<file path="config.mk">
export PLATFORM = sky130hd
export DESIGN_NAME = freq_meter
export DESIGN_NICKNAME = d
export VERILOG_FILES = /design/src/rtl/freq_meter.sv
export SDC_FILE = /design/constraint.sdc
export NUM_CORES = 1
export LEC_CHECK = 0
export CAP_MARGIN = 20
export CORE_ASPECT_RATIO = 0.9
export CORE_MARGIN = 3
export CORE_UTILIZATION = 51
export DETAILED_ROUTE_END_ITERATION = 16
export PLACE_DENSITY = 0.72
export REMOVE_ABC_BUFFERS = 1
export SLEW_MARGIN = 30
export SYNTH_ARGS = -nofsm -noshare
export SYNTH_HDL_FRONTEND = slang
export SYNTH_SLANG_ARGS = --single-unit
</file>
<file path="constraint.sdc">
create_clock -name clk -period 2.5 [get_ports clk]
set_input_delay 0.25 -clock clk [delete_from_list [all_inputs] [get_ports clk]]
set_output_delay 0.25 -clock clk [all_outputs]
set_load 0.1 [all_outputs]
</file>
<file path="src/rtl/freq_meter.sv">
// Gated frequency counter: counts rising edges of an asynchronous input over a
// fixed window of clk cycles. Define FREQ_METER_SAT_EN for a saturating counter with overflow flag.
module freq_meter #(
  parameter int unsigned GATE_CYCLES = 50_000_000,
  parameter int unsigned CNT_W       = 32
) (
  input  logic             clk,
  input  logic             rst,
  input  logic             enable,
  input  logic             sig_in,
  output logic [CNT_W-1:0] freq,
  output logic             freq_valid,
  output logic             overflow,
  output logic             gate
);

  localparam int unsigned GW = (GATE_CYCLES > 1) ? $clog2(GATE_CYCLES) : 1;
  localparam logic [GW-1:0] GATE_LAST = GW'(GATE_CYCLES - 1);

  typedef enum logic {S_IDLE, S_GATE} state_t;

  state_t           state_q, state_d;
  logic             s1_q, s2_q, s3_q;
  logic             edge_det;
  logic [GW-1:0]    gcnt_q, gcnt_d;
  logic [CNT_W-1:0] ecnt_q, ecnt_d;
  logic [CNT_W-1:0] freq_q, freq_d;
  logic             fv_q, fv_d;
  logic             gate_c, win_end, win_run;

  function automatic logic [CNT_W-1:0] bump(input logic [CNT_W-1:0] c, input logic inc);
`ifdef FREQ_METER_SAT_EN
    bump = (inc && !(&c)) ? c + CNT_W'(1) : c;
`else
    bump = c + CNT_W'(inc);
`endif
  endfunction

  // Synchronizer s1/s2 plus history s3 for rising-edge detection
  always_ff @(posedge clk or posedge rst) begin
    if (rst) begin
      s1_q <= 1'b0;
      s2_q <= 1'b0;
      s3_q <= 1'b0;
    end else begin
      s1_q <= sig_in;
      s2_q <= s1_q;
      s3_q <= s2_q;
    end
  end

  assign edge_det = s2_q & ~s3_q;

  always_ff @(posedge clk or posedge rst) begin
    if (rst) state_q <= S_IDLE;
    else     state_q <= state_d;
  end

  // A window that reaches its last cycle completes even if enable has just dropped
  always_comb begin
    state_d = state_q;
    case (state_q)
      S_IDLE:  if (enable)  state_d = S_GATE;
      S_GATE:  if (!enable) state_d = S_IDLE;
      default: state_d = S_IDLE;
    endcase
  end

  always_comb begin
    gate_c  = (state_q == S_GATE);
    win_end = gate_c && (gcnt_q == GATE_LAST);
    win_run = gate_c && enable && !win_end;
  end

  always_comb begin
    gcnt_d = '0;
    ecnt_d = '0;
    freq_d = freq_q;
    fv_d   = 1'b0;
    if (win_run) begin
      gcnt_d = gcnt_q + GW'(1);
      ecnt_d = bump(ecnt_q, edge_det);
    end
    if (win_end) begin
      freq_d = bump(ecnt_q, edge_det);
      fv_d   = 1'b1;
    end
  end

  always_ff @(posedge clk or posedge rst) begin
    if (rst) begin
      gcnt_q <= '0;
      ecnt_q <= '0;
      freq_q <= '0;
      fv_q   <= 1'b0;
    end else begin
      gcnt_q <= gcnt_d;
      ecnt_q <= ecnt_d;
      freq_q <= freq_d;
      fv_q   <= fv_d;
    end
  end

`ifdef FREQ_METER_SAT_EN
  logic wovf_q, wovf_d, ovf_q, ovf_d, wovf_fin;

  // Sticky per-window flag; includes a saturating edge in the final cycle
  assign wovf_fin = wovf_q | (edge_det & (&ecnt_q));

  always_comb begin
    wovf_d = win_run ? wovf_fin : 1'b0;
    ovf_d  = win_end ? wovf_fin : ovf_q;
  end

  always_ff @(posedge clk or posedge rst) begin
    if (rst) begin
      wovf_q <= 1'b0;
      ovf_q  <= 1'b0;
    end else begin
      wovf_q <= wovf_d;
      ovf_q  <= ovf_d;
    end
  end

  assign overflow = ovf_q;
`else
  assign overflow = 1'b0;
`endif

  assign freq       = freq_q;
  assign freq_valid = fv_q;
  assign gate       = gate_c;

endmodule

</file>
==> run_results.csv <==
group,metric,value,unit
status,run_status,"finished, final reports clean",
grt,global_route.overflow_total,0,
clock_tree,ctsHoldBuffers,0,
final_layout,layout_cell_share_with_drive_strength_beyond_1,0.220,
yosys,netlist_area_before_placement,4210,um^2
floorplan,core_area,7770,um^2
yosys,synth_sequential_area_ratio,0.564,
floorplan,start_util,0.542,
placed_design,numPortBuffers,37,
route,routed_wirelength,7770,um
yosys,ys_ff_latch,95,
clock_tree,clock_insertion_delay_worst_skew,360,ps
final_layout,layout.cells.most_common,"sky130_fd_sc_hd__dfrtp_1",
sta,timing.final.ws_setup,25.7,ps
sta,final_max_tran_viols,0,
floorplan,full_die_area,9390,um^2
clock_tree,cts_tree,"built",
sta,hold_ws,231,ps
grt,grt_start_max_net_pins,49,
placed_design,pre_cts_setup_slack,-126,ps
final_layout,layout.cell_area.non_filler,4980,um^2
clock_tree,clock_path_buffers,2,
clock_tree,clock-sinks,95,
worst_setup_path,worstRegToRegCells,6,
floorplan,floorplan.rows,30,
sta,setup-violations-final,0,
final_layout,final_util,0.641,
sta,fmax,404,MHz
worst_hold_path,class_of_the_most_critical_hold_timing_path,"in2async",
final_layout,area.growth.synth_to_final,18.2,%
final_layout,layout_common_cells,"sky130_fd_sc_hd__dfrtp_1, sky130_fd_sc_hd__nor2_1, sky130_fd_sc_hd__nand2_1, sky130_fd_sc_hd__buf_4, sky130_fd_sc_hd__xor2_1",
yosys,syn-instance-count,407,
power,power.ir.vdd_worst,0.396,mV
sta,period_needed,2470,ps
grt,grt_pass1_vias,2878,
route,drt-vias-per-instance,5.31,
clock_tree,ctsRootBufferMaster,"sky130_fd_sc_hd__clkbuf_8",
sta,relSlewSlack,0.642,
power,power_density,542,nW/um^2
worst_setup_path,critPathMaxFanout,14,
route,drtPass1Iterations,4,
worst_setup_path,cp_data_arrival_time,2720,ps
yosys,synth_largest_type_area_fraction,0.564,
floorplan,number_of_placed_i_o_pins,39,
sta,hold_viol_final,0,
sta,fin_crit_sh,0.990,
floorplan,floorplan.die.width,102,um
worst_setup_path,worst_setup_path_start_kind,"register",
clock_tree,htree_levels,3,
sta,worst_skew,13.7,ps
sta,worst_slew_pin_slew,536,ps
clock_tree,worst_setup_hold_path_clk_slew,90,ps
yosys,ys_types,30,
floorplan,chipHeight,92.2,um
worst_setup_path,critical_path_required,2750,ps
route,ant_nets,0,
grt,grt_pass1_wl,13200,um
route,routed-via-count,2973,
sta,fin_tns_setup,0,ps
worst_setup_path,worstSetupPathType,"reg2reg",
placed_design,post_dp_cell_area,4660,um^2
final_layout,layout.nets,467,
yosys,synth_top_cells_by_area,"sky130_fd_sc_hd__dfrtp_1, sky130_fd_sc_hd__xor2_1, sky130_fd_sc_hd__nor2_1, sky130_fd_sc_hd__xnor2_1, sky130_fd_sc_hd__nand2_1",
clock_tree,cts_buffers,9,
grt,grt.total_usage,0.178,
placed_design,detailedPlacementHpwl,5370,um
yosys,synth_top_cell_by_area,"sky130_fd_sc_hd__dfrtp_1",
route,drc_errors,0,
yosys,syn-mean-instance-area,10.4,um^2
flow_run,drv.max_cap_violation_count,0,
route,drt-wirelength-per-cell,13.9,um
power,static-leakage-power,2.19,nW
worst_setup_path,worstSetupEndpointType,"register",
route,detailedRoute.firstIterationViolations,95,
grt,antenna_found_initial,0,
sta,grt_setup_unrepaired,"true",
final_layout,antenna_cells_inserted,0,
yosys,yosysWarningCount,0,
placed_design,globalplace.congestion,0.832,
[registers in the layout, indices dropped and copies added, names as in the netlist]
| signal | flops |
|---|---|
| ecnt_q | 32 |
| freq | 32 |
| gcnt_q | 26 |
| freq_valid | 1 |
| gate | 1 |
| s1_q | 1 |
| s2_q | 1 |
| s3_q | 1 |
[final timing paths]
| kind | endpoint | slack (ps) | start |
|---|---|---|---|
| max in group asynchronous | freq_valid | 1630 | rst |
| worst max-delay path | ecnt_q[17] | 30 | gcnt_q[10] |
| worst min register to register | s2_q | 360 | s1_q |
| worst max register to register | ecnt_q[17] | 30 | gcnt_q[10] |
| worst min-delay path | gcnt_q[3] | 230 | rst |
| min in group clk | s1_q | 320 | sig_in |
[critical path, stage by stage, from the launching register on]
cell and delay (ps):
sky130_fd_sc_hd__dfrtp_1 380, sky130_fd_sc_hd__or4_1 520, sky130_fd_sc_hd__or4_4 430, sky130_fd_sc_hd__or4_4 580, sky130_fd_sc_hd__nand3_4 190, sky130_fd_sc_hd__clkbuf_16 210, sky130_fd_sc_hd__nor2_1 50
[cells in the mapped netlist]
master	number
sky130_fd_sc_hd__a21oi_1	1
sky130_fd_sc_hd__and2_1	2
sky130_fd_sc_hd__and3_1	8
sky130_fd_sc_hd__and4_1	3
sky130_fd_sc_hd__buf_2	2
sky130_fd_sc_hd__buf_4	2
sky130_fd_sc_hd__buf_6	9
sky130_fd_sc_hd__clkbuf_1	3
sky130_fd_sc_hd__conb_1	1
sky130_fd_sc_hd__dfrtp_1	95
sky130_fd_sc_hd__ha_1	4
sky130_fd_sc_hd__inv_1	10
sky130_fd_sc_hd__nand2_1	47
sky130_fd_sc_hd__nand3_1	22
sky130_fd_sc_hd__nand4_1	19
sky130_fd_sc_hd__nor2_1	67
sky130_fd_sc_hd__nor2b_1	1
sky130_fd_sc_hd__nor3_1	10
sky130_fd_sc_hd__nor3b_1	1
sky130_fd_sc_hd__nor4_1	4
sky130_fd_sc_hd__nor4_2	1
sky130_fd_sc_hd__o21ai_0	1
sky130_fd_sc_hd__o21ai_1	16
sky130_fd_sc_hd__o21ai_2	16
sky130_fd_sc_hd__or2_2	1
sky130_fd_sc_hd__or3_1	3
sky130_fd_sc_hd__or4_1	4
sky130_fd_sc_hd__or4b_1	1
sky130_fd_sc_hd__xnor2_1	22
sky130_fd_sc_hd__xor2_1	31
[through the flow]
stage          std cells  total power [W]
2_1_floorplan        391          0.00162
3_3_place_gp         541          0.00166
3_5_place_dp         541          0.00166
4_1_cts              557          0.00273
5_1_grt              560          0.00281
6_report             560          0.00270
[area by class of cell]
class / count / area (um^2)
Sequential cell: 95 / 2380
Clock inverter: 6 / 75.1
Tap cell: 96 / 120
Multi-Input combinational cell: 286 / 1710
Timing Repair Buffer: 57 / 524
Inverter: 10 / 38.8
Fill cell: 639 / 2790
Clock buffer: 10 / 138
[cells by family after synthesis]
kind of cell,count (synthesis),synth area share
other,1,0.000890
AO/OA/AOI/OAI,34,0.0546
flip-flops,95,0.564
adder cells (fa/ha/maj),4,0.0119
buffers and inverters,26,0.0416
AND/OR/NAND/NOR,194,0.217
XOR/XNOR,53,0.110
[layer usage]
metal	up-vias	GRT usage	share of wire
met1	1439	0.236	0.47
li1	1476	-	-
met5	-	0	0
met2	54	0.288	0.48
met4	0	0.0443	0.0054
met3	4	0.0487	0.040
[power breakdown]
group	internal, W	leakage (nW)	total [W]	switching (W)
Combinational	0.0000274	0.765	0.0000955	0.0000681
Clock	0.000505	0.105	0.00106	0.000553
Sequential	0.00154	1.32	0.00154	0.00000368
[repair_timing]
action / CTS / global route
buffers inserted: 0 / 1
hold endpoints to repair: 0 / 0
pin swaps: 0 / 3
gates cloned: 0 / 2
resized for setup: 1 / 13
endpoints found under the setup margin: 32 / 69
Note: power is estimated with default switching activity, not from simulation.
